==> src/rtl/plru_set_tracker.sv <==
// Tree pseudo-LRU state for a SETS x WAYS cache: TOUCH updates, VICTIM/VICTIM_FILL select a victim, flush sweeps all sets.
// Latency: the tree update lands at the accept edge; the victim response is registered one cycle after accept.
// Backpressure: op_ready drops during a flush sweep and in any cycle where flush_req is raised.
module plru_set_tracker #(
    parameter int WAYS = 8,
    parameter int SETS = 16,
    localparam int WAY_W = $clog2(WAYS),
    localparam int SET_W = $clog2(SETS)
) (
    input  logic             clk,
    input  logic             rst_n,
    input  logic             op_valid,
    output logic             op_ready,
    input  logic [1:0]       op_code,
    input  logic [SET_W-1:0] op_set,
    input  logic [WAY_W-1:0] op_way,
    input  logic             flush_req,
    output logic             flush_busy,
    output logic             rsp_valid,
    output logic [SET_W-1:0] rsp_set,
    output logic [WAY_W-1:0] rsp_way
);

    localparam logic [1:0] OP_TOUCH  = 2'b00;
    localparam logic [1:0] OP_VICTIM = 2'b01;
    localparam logic [1:0] OP_VFILL  = 2'b10;

    typedef enum logic {ST_IDLE, ST_FLUSH} state_t;

    state_t           r_state;
    state_t           w_state_nxt;
    logic [SET_W-1:0] r_cnt;
    logic [WAYS-2:0]  r_tree [SETS];

    logic             r_rsp_valid;
    logic [SET_W-1:0] r_rsp_set;
    logic [WAY_W-1:0] r_rsp_way;

    logic             w_acc;
    logic             w_wr;
    logic             w_is_victim;
    logic [WAYS-2:0]  w_cur;
    logic [WAYS-2:0]  w_nxt;
    logic [WAY_W-1:0] w_vic;
    logic [WAY_W-1:0] w_upd_way;

    assign op_ready    = (r_state == ST_IDLE) && !flush_req;
    assign flush_busy  = (r_state == ST_FLUSH);
    assign w_acc       = op_valid && op_ready;
    assign w_is_victim = (op_code == OP_VICTIM) || (op_code == OP_VFILL);
    assign w_wr        = w_acc && ((op_code == OP_TOUCH) || (op_code == OP_VFILL));

    assign rsp_valid = r_rsp_valid;
    assign rsp_set   = r_rsp_set;
    assign rsp_way   = r_rsp_way;

    // Next state: a flush request starts one sweep; the sweep ends after the last set is cleared.
    always_comb begin
        w_state_nxt = r_state;
        case (r_state)
            ST_IDLE:  if (flush_req) w_state_nxt = ST_FLUSH;
            ST_FLUSH: if (r_cnt == SET_W'(SETS - 1)) w_state_nxt = ST_IDLE;
            default:  w_state_nxt = ST_IDLE;
        endcase
    end

    // State register.
    always_ff @(posedge clk or negedge rst_n) begin
        if (!rst_n) r_state <= ST_IDLE;
        else        r_state <= w_state_nxt;
    end

    // Sweep counter: parked at 0 while idle, so the sweep always starts at set 0.
    always_ff @(posedge clk or negedge rst_n) begin
        if (!rst_n)                    r_cnt <= '0;
        else if (r_state == ST_FLUSH)  r_cnt <= r_cnt + 1'b1;
        else                           r_cnt <= '0;
    end

    // Read the addressed set, walk against the stored directions for the victim, then walk the updated way's path.
    always_comb begin
        int   node;
        logic b;
        w_cur = r_tree[op_set];
        w_vic = '0;
        node  = 0;
        b     = 1'b0;
        for (int k = 0; k < WAY_W; k++) begin
            b = ~w_cur[node];
            w_vic[WAY_W-1-k] = b;
            node = 2 * node + 1 + int'(b);
        end
        w_upd_way = (op_code == OP_TOUCH) ? op_way : w_vic;
        w_nxt = w_cur;
        node  = 0;
        for (int k = 0; k < WAY_W; k++) begin
            b = w_upd_way[WAY_W-1-k];
            w_nxt[node] = b;
            node = 2 * node + 1 + int'(b);
        end
    end

    // Tree storage: the flush sweep clears one set per cycle; ops are never accepted during it.
    always_ff @(posedge clk or negedge rst_n) begin
        if (!rst_n) begin
            for (int s = 0; s < SETS; s++) r_tree[s] <= '0;
        end else if (r_state == ST_FLUSH) begin
            r_tree[r_cnt] <= '0;
        end else if (w_wr) begin
            r_tree[op_set] <= w_nxt;
        end
    end

    // Victim response: one-cycle valid pulse; set/way hold their last value otherwise.
    always_ff @(posedge clk or negedge rst_n) begin
        if (!rst_n) begin
            r_rsp_valid <= 1'b0;
            r_rsp_set   <= '0;
            r_rsp_way   <= '0;
        end else begin
            r_rsp_valid <= w_acc && w_is_victim;
            if (w_acc && w_is_victim) begin
                r_rsp_set <= op_set;
                r_rsp_way <= w_vic;
            end
        end
    end

endmodule

==> config.mk <==
export PLATFORM = sky130hd
export DESIGN_NAME = plru_set_tracker
export DESIGN_NICKNAME = d
export VERILOG_FILES = /design/src/rtl/plru_set_tracker.sv
export SDC_FILE = /design/constraint.sdc
export NUM_CORES = 1
export LEC_CHECK = 0
export CAP_MARGIN = 10
export CORE_ASPECT_RATIO = 1.5
export CORE_MARGIN = 2
export CORE_UTILIZATION = 40
export DETAILED_ROUTE_END_ITERATION = 10
export PLACE_DENSITY = 0.58
export SYNTH_ARGS = -nofsm -noshare
export SYNTH_HDL_FRONTEND = slang
export SYNTH_SLANG_ARGS = --single-unit
==> constraint.sdc <==
create_clock -name clk -period 6.5 [get_ports clk]
set_input_delay 0.65 -clock clk [delete_from_list [all_inputs] [get_ports clk]]
set_output_delay 0.65 -clock clk [all_outputs]
set_load 0.01 [all_outputs]
==> results of run 1 <==
-- worst max-delay path: stages --
cell	delay, ns
clkdlybuf4s50_1	1.13
nor2b_1	0.62
a22o_1	0.26
nor2_2	0.08
mux2_2	0.30
inv_1	0.13
ha_1	0.29
o22ai_1	0.18
a32o_1	0.32
nor4_4	0.08
o21ai_2	0.79
o21ai_0	0.21
-- report_power, final --
group          internal, mW  leakage (nW)  switching (mW)
clock network         0.648         0.301           0.380
registers             0.908          1.69          0.0878
logic                 0.232          1.20           0.410
-- logic make-up after synthesis --
kind of cell,after synthesis,share of synthesized area
buf+inv,42,0.0373
compound gates,163,0.194
fa+ha+maj,7,0.0139
flops,125,0.496
mux,40,0.131
xor+xnor,2,0.00278
simple gates,183,0.126
-- worst paths after layout --
check | endpoint | start
worst max register to register | r_tree[76] | r_tree[58]
worst min-delay path | r_tree[34] | rst_n
worst max-delay path | r_tree[76] | op_set[2]
max in group asynchronous | r_tree[13] | rst_n
min in group clk | rsp_set[3] | rsp_set[3]
worst min register to register | rsp_set[3] | rsp_set[3]
-- flip-flops by register name, indices dropped and copies added (netlist names) --
name        flops
rsp_valid       1
r_tree        112
rsp_way         3
flush_busy      1
r_cnt           4
rsp_set         4
-- cells in the mapped netlist (2+ instances only) --
master | number | area share
a32o_1 | 16 | 0.025
a21oi_1 | 10 | 0.0079
a21o_1 | 4 | 0.0048
nand2_1 | 108 | 0.064
ha_1 | 7 | 0.014
nor2b_1 | 6 | 0.0059
mux2_2 | 7 | 0.012
o22a_4 | 2 | 0.0056
buf_6 | 6 | 0.011
inv_1 | 11 | 0.0065
dfrtp_1 | 125 | 0.50
o21ai_2 | 21 | 0.029
and2_1 | 8 | 0.0079
o22ai_1 | 2 | 0.0020
nand2b_1 | 3 | 0.0030
clkbuf_1 | 19 | 0.011
nor2_1 | 38 | 0.023
a31oi_1 | 3 | 0.0030
mux4_1 | 8 | 0.033
nor3_1 | 6 | 0.0048
a41oi_1 | 4 | 0.0056
a22o_1 | 37 | 0.051
o21ai_0 | 52 | 0.041
mux2i_1 | 2 | 0.0032
nand3_1 | 3 | 0.0024
mux4_2 | 23 | 0.082
nor2_2 | 2 | 0.0020
and3_1 | 2 | 0.0020
-- routing by layer --
| metal | vias to the layer above | part of all wire | wire length [um] | track usage |
|---|---|---|---|---|
| li1 | 2106 | - | - | - |
| met1 | 2409 | 0.38 | 6990 | 0.262 |
| met2 | 184 | 0.53 | 9620 | 0.411 |
| met3 | 50 | 0.049 | 899 | 0.0449 |
| met4 | 0 | 0.040 | 728 | 0.112 |
| met5 | - | 0 | 0 | 0 |
-- cell type report --
| class | instances | area share |
|---|---|---|
| multi-input combinational | 395 | 0.407 |
| timing repair buffer | 26 | 0.0328 |
| sequential | 125 | 0.432 |
| clock buffer | 17 | 0.0587 |
| tap | 203 | 0.0351 |
| inverter | 12 | 0.00622 |
| clock inverter | 15 | 0.0288 |
==> results.sh, run 1 <==
export IMPL_fin_worst_skew_ns=0.00975
export IMPL_hold_worst_slack_ns=0.209
export IMPL_clk_path_buf_depth=2
export IMPL_grt_max_degree=84
export IMPL_rrSetupSlack_ns=2.63
export IMPL_wl_mm=18.2
export IMPL_grt_setup_unrepaired="no"
export IMPL_track_usage=0.230
export IMPL_worst_slack_ns=1.69
export IMPL_cp_required_ns=6.76
export IMPL_core_area_um2=15600
export IMPL_period_needed_ns=4.81
export IMPL_syn2layout_area_growth_pct=14.8
export IMPL_ys_types=55
export IMPL_powerDensity_nw_per_um2=368
export IMPL_path_clk_slew_ns=0.06
export IMPL_num_vias=4749
export IMPL_finalSetupViolCount=0
export IMPL_crit_path_max_fanout=21
export IMPL_seqCellArea_um2=3130
export IMPL_antenna_found_initial=0
export IMPL_num_io_pins=23
export IMPL_numCtsBuffers=17
export IMPL_pre_cts_ws_ns=1.31
export IMPL_synth_avg_cell_area_um2=11.2
export IMPL_hold_path_class="primary input to async pin"
export IMPL_slew_headroom=0.226
export IMPL_dieWidth_um=107
export IMPL_synth_edf_count=0
export IMPL_cts_tree="done"
export IMPL_critPathKind="primary input to flip-flop"
export IMPL_wl_per_cell_um=23.0
export IMPL_drive_gt1_frac=0.166
export IMPL_critPathLaunchType="primary input"
export IMPL_grt_pass1_vias=5047
export IMPL_syn_inst=562
export IMPL_grt_overflow_total=0
export IMPL_fmax_ghz=0.208
export IMPL_synth_seq_cells=125
export IMPL_dpl_cell_area_um2=6610
export IMPL_worstMarginPinSlew_ns=1.15
export IMPL_syn_num_nets=582
export IMPL_die_height_um=158
export IMPL_outcome="finished clean"
export IMPL_drtIter0Drc=449
export IMPL_setup_tns_ns=0
export IMPL_multi_input_area_um2=2950
export IMPL_nFillCells=1441
export IMPL_place_inst=761
export IMPL_htreeDepth=4
export IMPL_ant_nets=0
export IMPL_end_kind="flip-flop"
export IMPL_ys_seq_area_frac=0.496
export IMPL_fin_util=0.466
export IMPL_fin_cells=793
export IMPL_synth_area_um2=6310
export IMPL_die_area_um2=16800
export IMPL_design_area_um2=7250
export IMPL_ctsHoldBuffers=0
export IMPL_layout_nets=597
export IMPL_cts_setup_buffers=0
export IMPL_final_max_slew_viol_count=0
export IMPL_via_per_inst=5.99
export IMPL_dr_pass1_iters=5
export IMPL_grt_pass1_wl_mm=28.6
export IMPL_period_share=0.740
export IMPL_ys_flop_type="dfrtp_1"
export IMPL_diodes=0
export IMPL_final_cell_mix="dfrtp_1 (125), nand2_1 (108), o21ai_0 (52)"
export IMPL_reg2regPathDepth=11
export IMPL_io_buffers=22
export IMPL_drv_cap=0
export IMPL_yosys_warnings=0
export IMPL_cp_data_arrival_time_ns=5.07
export IMPL_p_total_mw=2.67
export IMPL_gp_congestion=0.923
export IMPL_final_common_cell="dfrtp_1"
export IMPL_hpwl_mm=12.9
export IMPL_drcViolationCount=0
export IMPL_power_leakage_nw=3.19
export IMPL_rows=56
export IMPL_ys_async_sr_fraction=1.00
export IMPL_cts_resized=0
export IMPL_vdd_drop_max_mv=0.184
export IMPL_finalHoldViolCount=0
export IMPL_cts_root_buf="clkbuf_16"
export IMPL_clkLatencyLatePin_ns=0.42
export IMPL_start_util=0.406
export IMPL_clkSinkCount=125
(Power assumes the default switching activity.)
==> run 2, diff against run 1 <==
Settings changed: PLACE_DENSITY 0.58 to 0.6.
Clock period 6.5 ns to 4.35 ns, I/O delays scaled along.
==> run 2 against run 1 <==
Combinational power increased by 55%. Via count increased by 3.6%. Sequential power increased by 54%. Die area unchanged. Core utilization increased by 1.0 points. Highest routed layer unchanged. Clock power increased by 55%. Worst setup slack got worse by 1.1 ns. Clock skew decreased by 0.0019 ns. Worst hold slack got worse by 0.041 ns. Sequential share of layout area decreased by 0.95 points. Global-route usage increased by 1.3 points.
==> results.sh, run 2 (synthesis gave the netlist of run 1 again) <==
export IMPL_drive_gt1_frac=0.188
export IMPL_critPathLaunchType="primary input"
export IMPL_core_area_um2=15600
export IMPL_nFillCells=1408
export IMPL_ant_nets=0
export IMPL_drtIter0Drc=641
export IMPL_outcome="finished clean"
export IMPL_end_kind="flip-flop"
export IMPL_wl_mm=19.1
export IMPL_critPathKind="primary input to flip-flop"
export IMPL_cts_tree="done"
export IMPL_cp_data_arrival_time_ns=4.04
export IMPL_grt_overflow_total=0
export IMPL_final_common_cell="dfrtp_1"
export IMPL_track_usage=0.243
export IMPL_via_per_inst=6.08
export IMPL_grt_pass1_wl_mm=29.9
export IMPL_grt_max_degree=76
export IMPL_powerDensity_nw_per_um2=557
export IMPL_start_util=0.406
export IMPL_path_clk_slew_ns=0.06
export IMPL_hpwl_mm=13.6
export IMPL_die_area_um2=16800
export IMPL_drcViolationCount=0
export IMPL_final_max_slew_viol_count=0
export IMPL_top_register="r_tree"
export IMPL_clkSinkCount=125
export IMPL_grt_setup_unrepaired="no"
export IMPL_dieWidth_um=107
export IMPL_period_share=0.870
export IMPL_period_needed_ns=3.78
export IMPL_largest_register_ffs=112
export IMPL_numCtsBuffers=17
export IMPL_final_cell_mix="dfrtp_1 (125), nand2_1 (108), o21ai_0 (52)"
export IMPL_num_io_pins=23
export IMPL_multi_input_area_um2=2950
export IMPL_num_vias=4922
export IMPL_power_leakage_nw=3.30
export IMPL_cts_resized=0
export IMPL_cp_required_ns=4.60
export IMPL_crit_path_max_fanout=21
export IMPL_worstMarginPinSlew_ns=1.01
export IMPL_drv_cap=0
export IMPL_grt_pass1_vias=5075
export IMPL_slew_headroom=0.325
export IMPL_fmax_ghz=0.264
export IMPL_fin_util=0.476
export IMPL_finalHoldViolCount=0
export IMPL_diodes=0
export IMPL_syn2layout_area_growth_pct=17.4
export IMPL_finalSetupViolCount=0
export IMPL_fin_worst_skew_ns=0.00783
export IMPL_antenna_found_initial=0
export IMPL_ctsHoldBuffers=0
export IMPL_seqCellArea_um2=3130
export IMPL_cts_root_buf="clkbuf_16"
export IMPL_hold_path_class="primary input to async pin"
export IMPL_htreeDepth=4
export IMPL_setup_tns_ns=0
export IMPL_wl_per_cell_um=23.7
export IMPL_io_buffers=22
export IMPL_clkLatencyLatePin_ns=0.42
export IMPL_vdd_drop_max_mv=0.217
export IMPL_die_height_um=158
export IMPL_rows=56
export IMPL_dr_pass1_iters=5
export IMPL_gp_congestion=0.911
export IMPL_layout_nets=613
export IMPL_clk_path_buf_depth=2
export IMPL_cts_setup_buffers=0
## run 2: cell types whose count changed in the layout (fill, tap and decap cells not counted), sizes merged
| cell | previous run | this run |
|---|---|---|
| buf | 7 | 23 |
| bufinv | 4 | 5 |
| clkbuf | 17 | 19 |
| clkinv | 4 | 6 |
| clkinvlp | 3 | 1 |
| inv | 16 | 13 |
## run 2: per-layer routing
metal | GRT usage | part of all wire
met4 | 0.153 | 0.062
met5 | 0 | 0
met1 | 0.273 | 0.36
met3 | 0.0403 | 0.055
met2 | 0.427 | 0.52
## run 2: per-stage QoR
stage	cell area [um^2]	power [mW]	std cells	setup slack (ns)	hold WS, ns
5_1_grt	7410	4.30	809	0.270	0.266
4_1_cts	7410	4.13	809	0.563	0.217
2_1_floorplan	6310	2.10	562	0.788	0.139
3_3_place_gp	6740	2.51	777	0.263	0.458
6_report	7410	4.13	809	0.565	0.169
3_5_place_dp	6740	2.53	777	0.131	0.465
## run 2: critical path, cell delays in order
cell and delay [ns]:
clkdlybuf4s50_1 0.50, buf_12 0.18, mux4_1 0.29, mux2i_1 0.14, mux2_2 0.19, mux2_2 0.36, inv_1 0.08, ha_1 0.18
inv_1 0.09, o32ai_2 0.42, nor4_4 0.12, o21ai_2 0.81, o21ai_0 0.21
## run 2: worst paths after layout
kind	from	endpoint	slack [ns]	cells past startpoint
min in group clk	op_set[1]	rsp_set[1]	0.43	3
max in group asynchronous	rst_n	r_cnt[1]	3.18	2
setup / recovery	op_set[2]	r_tree[76]	0.57	13
setup reg to reg	r_tree[84]	r_tree[76]	0.67	11
hold reg to reg	r_tree[40]	r_tree[40]	0.48	2
hold / removal	rst_n	r_tree[85]	0.17	1
## run 2: power breakdown
group          switching [mW]  internal [mW]
clock                   0.549           1.05
sequential              0.176           1.36
combinational           0.622          0.373
## run 2: final cells by class
type / instances / share of cell area
Sequential cell: 125 / 0.422
Inverter: 12 / 0.00608
Timing Repair Buffer: 42 / 0.0500
Clock inverter: 13 / 0.0285
Multi-Input combinational cell: 395 / 0.398
Clock buffer: 19 / 0.0611
Tap cell: 203 / 0.0343
